### config.mk
export PLATFORM = sky130hd
export DESIGN_NAME = iaq_chan_sched
export DESIGN_NICKNAME = d
export VERILOG_FILES = /design/src/rtl/iaq_chan_sched.sv
export SDC_FILE = /design/constraint.sdc
export NUM_CORES = 1
export LEC_CHECK = 0
export ABC_AREA = 1
export CAP_MARGIN = 20
export CORE_ASPECT_RATIO = 1.75
export CORE_UTILIZATION = 40
export CTS_CLUSTER_DIAMETER = 100
export CTS_CLUSTER_SIZE = 30
export DETAILED_ROUTE_END_ITERATION = 10
export PLACE_DENSITY = 0.85
export SLEW_MARGIN = 20
export SYNTH_ARGS = -nofsm -noshare
export SYNTH_HDL_FRONTEND = slang
export SYNTH_SLANG_ARGS = --single-unit
### constraint.sdc
create_clock -name clk -period 2.8 [get_ports clk]
set_input_delay 0.28 -clock clk [delete_from_list [all_inputs] [get_ports clk]]
set_output_delay 0.28 -clock clk [all_outputs]
set_load 0.05 [all_outputs]
### src/rtl/iaq_chan_sched.sv
// iaq_chan_sched
// Round-robin scheduler that lets NCH ADPCM decoder channels share one inverse
// adaptive quantizer. The granted channel's I/Y/RATE are registered onto the
// shared quantizer inputs. After DQ_LAT cycles the result D is captured and
// returned to the requester, together with a one-cycle ack.
//
// Optional build macro: IAQ_RATE_MASK_EN
//   When it is defined, q_I is loaded with the granted code masked to the
//   valid width for its RATE. When it is undefined, q_I is loaded with the
//   code unmodified.
module iaq_chan_sched #(
   parameter int NCH    = 4,
   parameter int CHW    = 2,
   parameter int DQ_LAT = 1
) (
   input  logic               clk,
   input  logic               reset,
   input  logic               scan_in0,
   input  logic               scan_en,
   output logic               scan_out0,
   input  logic [NCH-1:0]     req,
   input  logic [5*NCH-1:0]   i_bus,
   input  logic [13*NCH-1:0]  y_bus,
   input  logic [2*NCH-1:0]   rate_bus,
   output logic [4:0]         q_I,
   output logic [12:0]        q_Y,
   output logic [1:0]         q_RATE,
   input  logic [15:0]        q_D,
   output logic [15:0]        d_out,
   output logic [CHW-1:0]     d_ch,
   output logic               d_valid,
   output logic [NCH-1:0]     ack,
   output logic               busy
);

   localparam int CNTW = 3;

   typedef enum logic {IDLE, WAIT} state_t;

   state_t            state;
   logic [CNTW-1:0]   cnt;
   logic [CHW-1:0]    last;
   logic [NCH-1:0]    eligible;
   logic              grant_hi_found;
   logic              grant_lo_found;
   logic [CHW-1:0]    grant_hi;
   logic [CHW-1:0]    grant_lo;
   logic              grant_found;
   logic [CHW-1:0]    grant;
   logic [4:0]        sel_i;
   logic [12:0]       sel_y;
   logic [1:0]        sel_rate;
   logic [4:0]        load_i;
   logic              unused_scan;

   // The scan pins are stitched during synthesis, so the RTL only ties the chain output low.
   assign scan_out0   = 1'b0;
   assign unused_scan = scan_in0 ^ scan_en;

   // The channel that is acked in this cycle must wait one cycle before it is considered again.
   assign eligible = req & ~ack;

   // Round-robin search. The lowest eligible channel above last wins; otherwise the lowest eligible channel at or below last wins.
   always_comb begin
      grant_hi_found = 1'b0;
      grant_lo_found = 1'b0;
      grant_hi       = '0;
      grant_lo       = '0;
      for (int j = NCH - 1; j >= 0; j--) begin
         if (eligible[j]) begin
            if (j > int'(last)) begin
               grant_hi_found = 1'b1;
               grant_hi       = CHW'(j);
            end else begin
               grant_lo_found = 1'b1;
               grant_lo       = CHW'(j);
            end
         end
      end
   end

   assign grant_found = grant_hi_found | grant_lo_found;
   assign grant       = grant_hi_found ? grant_hi : grant_lo;

   // Select the granted channel's slice from each of the packed input buses.
   always_comb begin
      sel_i    = '0;
      sel_y    = '0;
      sel_rate = '0;
      for (int j = 0; j < NCH; j++) begin
         if (grant == CHW'(j)) begin
            sel_i    = i_bus[5*j +: 5];
            sel_y    = y_bus[13*j +: 13];
            sel_rate = rate_bus[2*j +: 2];
         end
      end
   end

`ifdef IAQ_RATE_MASK_EN
   // Clear the code bits that do not exist at the granted channel's rate.
   always_comb begin
      load_i = sel_i;
      case (sel_rate)
         2'b00:   load_i = {1'b0, sel_i[3:0]};
         2'b01:   load_i = {2'b00, sel_i[2:0]};
         2'b10:   load_i = {3'b000, sel_i[1:0]};
         default: load_i = sel_i;
      endcase
   end
`else
   assign load_i = sel_i;
`endif

   // Scheduler FSM. In IDLE it grants a channel and loads the quantizer inputs. In WAIT it counts out the quantizer latency and then returns D.
   always_ff @(posedge clk or negedge reset) begin
      if (!reset) begin
         state   <= IDLE;
         cnt     <= '0;
         last    <= CHW'(NCH - 1);
         q_I     <= '0;
         q_Y     <= '0;
         q_RATE  <= '0;
         d_out   <= '0;
         d_ch    <= '0;
         d_valid <= 1'b0;
         ack     <= '0;
         busy    <= 1'b0;
      end else begin
         d_valid <= 1'b0;
         ack     <= '0;
         case (state)
            IDLE: begin
               if (grant_found) begin
                  q_I    <= load_i;
                  q_Y    <= sel_y;
                  q_RATE <= sel_rate;
                  last   <= grant;
                  cnt    <= CNTW'(DQ_LAT);
                  busy   <= 1'b1;
                  state  <= WAIT;
               end
            end
            WAIT: begin
               if (cnt != '0) begin
                  cnt <= cnt - 3'd1;
               end else begin
                  d_out   <= q_D;
                  d_ch    <= last;
                  d_valid <= 1'b1;
                  ack     <= NCH'(1) << last;
                  busy    <= 1'b0;
                  state   <= IDLE;
               end
            end
            default: state <= IDLE;
         endcase
      end
   end

endmodule
# ---- Word-level counts from Yosys, hierarchy flattened
# Index checks and enable logic that the tools add are counted.
# W data, S select, Z words.
dict set report totals {
  regBits 50
  in_bits 104
  output_inout_bits 45
  word_cells 85
}
dict set report classes {
  add_sub_neg 1
  magnitude_cmp 3
  eq_ne 6
  shift 1
  mux 52
  bitwise 5
  n_reduce_logical 6
}
# operator count
set op_table {}
lappend op_table {{$mux W13} 4}
lappend op_table {{$mux W2} 18}
lappend op_table {{$mux W5} 4}
lappend op_table {{$mux W1} 19}
lappend op_table {{$mux W4} 2}
lappend op_table {{$reduce_and A2 Y1} 4}
lappend op_table {{$mux W3} 2}
lappend op_table {{$pmux W3 S2} 1}
lappend op_table {{$and A4 B4 Y4} 1}
lappend op_table {{$eq A2 B2 Y1 const B} 2}
lappend op_table {{$gt A2 B2 Y1 const A} 2}
lappend op_table {{$ne A2 B2 Y1 const B} 2}
lappend op_table {{$not A4 Y4} 1}
lappend op_table {{$pmux W1 S2} 2}
lappend op_table {{$shl A1 B2 Y4 const A} 1}
lappend op_table {{$reduce_bool A3 Y1} 1}
lappend op_table {{$sub A3 B1 Y3 const B} 1}
lappend op_table {{$eq A2 B1 Y1 const B} 1}
lappend op_table {{$gt A1 B2 Y1 const A} 1}
lappend op_table {{$logic_not A2 Y1} 1}
lappend op_table {{$ne A2 B1 Y1 const B} 1}
lappend op_table {{$not A1 Y1} 2}
lappend op_table {{$or A1 B1 Y1} 1}

# ---- Longest topological paths before layout
# Gate-level depths: netlist of run 1.
dict set report depth {
  word_depth 14
  mapped_depth 13
  depth_no_buf 12
}

# ---- Worst setup path after synthesis of run 1
# OpenSTA, ideal clock, no wires.
dict set report synth_timing {
  path_kind {register -> register}
  from {reg ack[1]}
  to {reg q_Y[10]}
  setup_time_ns 0.118
  arrival_time_ns 1.675
  required_ns 2.682
  slack_ns 1.008
  stages_incl_launch_ff 12
  path_buffers 1
  period_less_slack_ns 1.792
  path_cell_list {dfrtp_1 nor2_2 nand2_1 nand2_2 nor2_4 a21oi_2 nor2_4 buf_4 nand2_1 nand3_1 nand2_1 nand2_1}
}
dict set report synth_between {
  elab_chain_cells 10
  elab_cells_between_ends 19
  classes_between {eq/ne (3); mux (11); bitwise (3); reduce/logical (2)}
}
# item line_no
set synth_rtl {}
lappend synth_rtl {{start: declaration} 32} ;# output logic [NCH-1:0] ack,
lappend synth_rtl {{start signal: assignment} 150} ;# ack <= NCH'(1) << last;
lappend synth_rtl {{$not A4 Y4 *} 61} ;# assign eligible = req & ~ack;
lappend synth_rtl {{$and A4 B4 Y4 *} 61}
lappend synth_rtl {{$mux W2 (2 in a row)} 70} ;# if (eligible[j]) begin
lappend synth_rtl {{$mux W2} 83} ;# assign grant = grant_hi_found ? grant_hi : grant_lo;
lappend synth_rtl {{$logic_not A2 Y1} 91} ;# if (grant == CHW'(j)) begin
lappend synth_rtl {{$mux W13 (4 in a row)} 91}
lappend synth_rtl {{end signal: assignment} 135} ;# q_Y <= sel_y;
lappend synth_rtl {{end: declaration} 26} ;# output logic [12:0] q_Y,
# Every way passes the cells marked *; elsewhere a longest branch is shown, timed or not.
# A chain may end at the register's enable or synchronous reset.

# ---- Worst setup path after layout of run 1
dict set report layout_timing {
  from {reg last[1]}
  to {reg q_I[0]}
}
dict set report layout_between {
  elab_chain_cells 14
  elab_cells_between_ends 40
  classes_between {order compare (3); eq/ne (3); mux (31); bitwise (1); reduce/logical (2)}
}
# item line_no
set layout_rtl {}
lappend layout_rtl {{start: declaration} 42} ;# logic [CHW-1:0] last;
lappend layout_rtl {{start signal: assignment} 119} ;# last <= CHW'(NCH - 1);
lappend layout_rtl {{start signal: assignment} 137} ;# last <= grant;
lappend layout_rtl {{$gt A2 B2 Y1} 71} ;# if (j > int'(last)) begin
lappend layout_rtl {{$mux W2} 71}
lappend layout_rtl {{$mux W2} 70}
lappend layout_rtl {{$mux W2} 71}
lappend layout_rtl {{$mux W2} 70}
lappend layout_rtl {{$mux W2} 71}
lappend layout_rtl {{$mux W2 (2 in a row)} 70}
lappend layout_rtl {{$mux W2} 83}
lappend layout_rtl {{$logic_not A2 Y1} 91}
lappend layout_rtl {{$mux W5 (4 in a row)} 91}
lappend layout_rtl {{end signal: assignment} 134} ;# q_I <= load_i;
lappend layout_rtl {{end: declaration} 25} ;# output logic [4:0] q_I,
# Parallel ways exist; a longest one is shown, timed or not.

==> results of run 1 <==
## kinds of logic after synthesis
group,count (synthesis)
DFF,50
AOI/OAI and AO/OA,43
adders and majority gates,2
other,1
buffers and inverters,52
and+or+nand+nor,227
## sequential cells by signal, indices dropped and copies added (netlist names)
signal	count
d_valid	1
d_out	16
last	2
d_ch	2
cnt	3
q_I	5
ack	4
q_RATE	2
busy	1
state	1
q_Y	13
## power by group
| group | leakage [nW] | switching [mW] | internal (mW) |
|---|---|---|---|
| clock | 0.0760 | 0.263 | 0.421 |
| sequential | 0.619 | 0.183 | 1.08 |
| combinational | 1.42 | 2.34 | 1.14 |
## worst max path at each step
stage,depth (start not counted),endpoint,slack (ns),start
2_1_floorplan,11,q_Y[10],1.01,ack[1]
3_3_place_gp,13,q_I[0],0.50,req[2]
3_5_place_dp,13,q_I[3],0.44,req[1]
4_1_cts,12,q_I[0],0.66,last[1]
5_1_grt,11,q_Y[12],0.47,last[1]
6_report,12,q_I[0],0.68,last[1]
## cell type report
type                       instances  area, um2
clock buffer                       5        125
fill                             560       2200
clock inverter                     3       45.0
inverter                          36        135
timing repair buffer             148       1470
sequential                        50       1250
multi-input combinational        273       1250
tap                               82        103
## critical path: stages (launching register included)
cell and delay (ns):
dfstp_2 0.58, nand2_1 0.09, nor2_1 0.11, nand2_1 0.10, nand2_1 0.10, nand2_1 0.09
nand2_4 0.26, nor2_1 0.09, buf_4 0.22, nand2_1 0.08, nand4_1 0.14, nand2_1 0.10
nand2_1 0.05
## metal layers
layer | GRT usage | vias to the layer above
met4 | 0.0726 | 0
met3 | 0.0523 | 14
met5 | 0 | -
li1 | - | 1438
met2 | 0.454 | 111
met1 | 0.226 | 1317
## cell usage after synthesis
library cell	number	area, um2
a21oi_1	2	10.0
dfrtp_1	48	1200
nand3_2	1	10.0
o21ai_2	10	87.6
or2_1	1	6.26
nor2_4	3	33.8
clkinv_1	1	3.75
o21ai_0	16	80.1
nand4_1	2	12.5
o22ai_1	1	6.26
o21ai_1	13	65.1
inv_1	33	124
buf_6	2	22.5
a21oi_2	1	8.76
buf_4	4	30.0
buf_2	7	35.0
nand2_1	169	634
ha_1	2	25.0
conb_1	1	3.75
clkbuf_1	3	11.3
nand2_4	3	33.8
nand3_1	30	150
nor3_2	1	10.0
nor2_2	1	6.26
inv_2	2	7.51
dfstp_2	2	52.6
nand2_2	4	25.0
nor2_1	12	45.0
## stage by stage
| stage | utilization | std cells |
|---|---|---|
| after floorplan | - | 375 |
| after global placement | 0.640 | 589 |
| after detailed placement | 0.640 | 589 |
| after CTS | 0.666 | 597 |
| after global routing | 0.666 | 597 |
| final | 0.666 | 597 |
==> flow_summary.toml, run 1 <==
[timing]
hold_ws_ns = 0.00993
hold_viol = 0
setup_viol = 0
timing.fmax_mhz = 472
tightest_slew_ns = 0.637
fin_crit_ns = 2.12
timing.setup.tns_ns = 0
skew_ns = 0.00549
setup_slack_ns = 0.681
slew_viol_final = 0
maxSlewHeadroom = 0.575
rsz0062_at_grt = "no"
finalCritPeriodShare = 0.757

[placed_design]
place_worst_setup_slack_ns = 0.442
place_congestion = 0.835
placed_area_um2 = 4210
place_hpwl_um = 5990
portBuffers = 145

[route]
route.met3.wl_um = 512
drt_iter0_markers = 117
drc_errors = 0
wirelength_um = 7950
avgRoutedWirePerCell_um = 13.3
top_layer = "met4"
drt-met1-wl_um = 2940
vias = 2880
via_per_inst = 4.82
ant_nets = 0
dr.pass1.iters = 4
dr_wl_met2_um = 4340

[power_and_ir_drop]
p_leak_nw = 2.12
powerDensity_nw_per_um2 = 1240
finalPower_mw = 5.43
peakVddDrop_mv = 0.717

[yosys]
synth-xor-area-share = 0
syn_avg_cell_area_um2 = 7.31
synthCells = 375
synth_fa_ha_area_frac = 0.00913
ys_seq_elements = 50
synth.distinct_cells = 28
synth_compound_area_frac = 0.0940
synth_fp_nets = 481
synth_top_family_by_area = "simple AND/OR/NAND/NOR gates"
synth.area.mux_share = 0
synth.yosys.warnings = 0
synth_area_um2 = 2740
yosys.area_share.simple = 0.353
yosysSeqAreaShare = 0.457

[die]
die_w_um = 64.6
die-area_um2 = 7200
fp-row-count = 39
io_pins = 149
core-area_um2 = 6590
die_y_um = 112
start_util = 0.416

[finish]
final_nets = 620
antenna_cells = 0
area_growth_pct = 60.0
drive_gt1_frac = 0.0777
final_cell_mix = "nand2_1 (169), clkdlybuf4s50_1 (144), dfrtp_1 (48)"
design_area_um2 = 4390
layout_commonest_cell = "nand2_1"

[critical_path]
r2r_cells = 12
path_class = "register to register"
rrSetupSlack_ns = 0.68
worstReg2RegStart = "last[1]"
path_max_fanout = 27
reg2reg_to = "q_I[0]"
cp-start-kind = "register"
endpoint_kind = "register"
arrival_ns = 2.29
cp.required_ns = 2.97

[clock_network]
cts.clk_slew.worst_paths_ns = 0.07
post_cts_buffers = 0
cts-buffers-inserted = 5
cts_sinks = 50
ctsHoldBuffers = 0
clock_path_buffers = 2
cts_root_buffer = "clkbuf_16"
insertion_delay_ns = 0.28
ctsResizeCount = 0
cts_tree = "yes"
htree_levels = 2

[flow_run]
cap_violations = 0

[global_route]
overflow = 0
antenna_found_initial = 0
grt_first_pass_wirelength_um = 13000
grt_max_degree = 51
grtUsageTotal = 0.230
grt_pass1_vias = 2968

[hold_path]
hold_class = "input pin to asynchronous set/reset pin"

[status]
status = "complete, no violations"
No activity file was read; power rests on OpenSTA's default activity.
==> run 2: changes to the inputs <==
--- a/config.mk
+++ b/config.mk
@@ -8,11 +8,11 @@
 export ABC_AREA = 1
 export CAP_MARGIN = 20
 export CORE_ASPECT_RATIO = 1.75
-export CORE_UTILIZATION = 40
+export CORE_UTILIZATION = 35
 export CTS_CLUSTER_DIAMETER = 100
 export CTS_CLUSTER_SIZE = 30
 export DETAILED_ROUTE_END_ITERATION = 10
-export PLACE_DENSITY = 0.85
+export PLACE_DENSITY = 0.79
 export SLEW_MARGIN = 20
 export SYNTH_ARGS = -nofsm -noshare
 export SYNTH_HDL_FRONTEND = slang
==> constraint.sdc (replaced) <==
create_clock -name clk -period 1.79 [get_ports clk]
set_input_delay 0.179 -clock clk [delete_from_list [all_inputs] [get_ports clk]]
set_output_delay 0.179 -clock clk [all_outputs]
set_load 0.05 [all_outputs]
==> flow_summary.toml, run 2 (same netlist as run 1, synthesis figures left out) <==
[timing]
tightest_slew_ns = 0.638
finalCritPeriodShare = 1.03
setup_slack_ns = -0.0501
timing.fmax_mhz = 543
slew_viol_final = 0
fin_crit_ns = 1.84
rsz0062_at_grt = "yes"
timing.setup.tns_ns = -0.398
setup_viol = 19
maxSlewHeadroom = 0.575
hold_viol = 0
skew_ns = 0.00255

[finish]
antenna_cells = 0
final_cell_mix = "nand2_1 (159), clkdlybuf4s50_1 (142), dfrtp_1 (47)"
largest_reg_flops = 16
final_nets = 654
layout_commonest_cell = "nand2_1"
layout.area.seq_um2 = 1250
fill_cells = 645
top_register = "d_out"
drive_gt1_frac = 0.175
largest_registers = "d_out x16, q_Y x13, q_I x5"
multiInputGateArea_um2 = 1380
area_growth_pct = 77.9

[die]
die_w_um = 68.9
start_util = 0.362
core-area_um2 = 7570
fp-row-count = 42
die-area_um2 = 8200
io_pins = 149
die_y_um = 119

[clock_network]
cts-buffers-inserted = 5
cts.clk_slew.worst_paths_ns = 0.07
cts_root_buffer = "clkbuf_16"
htree_levels = 2
cts_sinks = 50
clock_path_buffers = 2
insertion_delay_ns = 0.29
cts_tree = "yes"

[power_and_ir_drop]
p_leak_nw = 2.36
powerDensity_nw_per_um2 = 1980
peakVddDrop_mv = 1.06

[critical_path]
endpoint_kind = "register"
cp_top_family = "simple AND/OR/NAND/NOR gates"
cp-start-kind = "register"
path_buf_inv = 3
arrival_ns = 2.02
cp_slowest_cell = "dfstp_2"
crit_path_cell_trace = "nand2_2 -> nand3_2 -> inv_1 -> nand2_1 -> nand2_1 -> buf_4 -> a21oi_4 -> nor2_4 -> buf_12 -> nand2_1 -> nand3_1 -> nand2_1 -> nand2_1"
path_max_fanout = 17
cp_common_cell = "nand2_1"
rrSetupSlack_ns = -0.05
cp.required_ns = 1.97
slowest_delay_ns = 0.59
path_class = "register to register"

[route]
dr.pass1.iters = 4
drt_iter0_markers = 91
drc_errors = 0
vias = 3035
wirelength_um = 8930
avgRoutedWirePerCell_um = 14.0
ant_nets = 0
via_per_inst = 4.76

[status]
status = "complete, but fails checks"
violations = "negative setup slack"

[placed_design]
place_worst_setup_slack_ns = -0.277
place_hpwl_um = 6470
portBuffers = 145
place_congestion = 0.836

[global_route]
grt_pass1_vias = 3124
overflow = 0
antenna_found_initial = 0
grt_max_degree = 28
grt_first_pass_wirelength_um = 13700
grtUsageTotal = 0.221

[hold_path]
hold_class = "input pin to register"

[flow_run]
cap_violations = 0
## run 2: changes by cell type in the layout (fill, tap and decap cells not counted), sizes merged
cell and change:
buf +33, clkdlybuf4s50 -2, clkinvlp -2, inv +1, dlygate4sd3 +1, clkinv +1, nand2 +2
## run 2: cell type report
| cell class | instances | share of cell area |
|---|---|---|
| flip-flops and latches | 50 | 0.257 |
| clock buffers | 5 | 0.0257 |
| repair buffers | 180 | 0.375 |
| well taps | 88 | 0.0226 |
| multi-input cells | 275 | 0.283 |
| inverters | 36 | 0.0277 |
| clock inverters | 3 | 0.00898 |
## run 2: power breakdown
part / internal (mW) / switching (mW)
sequential: 1.69 / 0.300
combinational: 2.54 / 4.04
clock: 0.662 / 0.431
total: 4.89 / 4.77
## run 2: tightest hold or removal path: stages
cell,delay (ns)
clkdlybuf4s50_1,0.39
nand2_1,0.06
nand2_1,0.05
## run 2: routing by layer
layer,up-vias,global-route usage,part of all wire
met5,-,0,0
met4,0,0.106,0.038
met3,24,0.0441,0.071
met2,115,0.414,0.54
met1,1389,0.213,0.35
li1,1507,-,-
## run 2: what timing repair did
item,in CTS,in global routing
setup endpoints to repair,20,25
cloned,2,1
setup buffers,2,4
hold endpoints to repair,23,0
hold buffers,1,0
pin swaps,4,14
gates resized for setup,15,27
## run 2: path summary, 6_finish.rpt
path | from | endpoint | cells past startpoint
min in group asynchronous | reset | q_RATE[0] | 2
hold reg to reg | d_out[7] | d_out[7] | 2
hold / removal | q_D[6] | d_out[6] | 3
max in group asynchronous | reset | last[1] | 3
setup / recovery | last[1] | q_Y[10] | 13
setup reg to reg | last[1] | q_Y[10] | 13
## run 2: through the flow
step / area, um2 / std cells / hold WS (ns) / utilization / total power [mW]
after floorplan: 2740 / 375 / -0.117 / - / 5.80
after global placement: 4470 / 620 / 0.225 / 0.590 / 7.85
after detailed placement: 4470 / 620 / 0.238 / 0.590 / 7.98
after CTS: 4770 / 633 / 0.414 / 0.630 / 9.49
after global routing: 4880 / 637 / 0.445 / 0.645 / 10.3
final: 4880 / 637 / 0.424 / 0.645 / 9.66
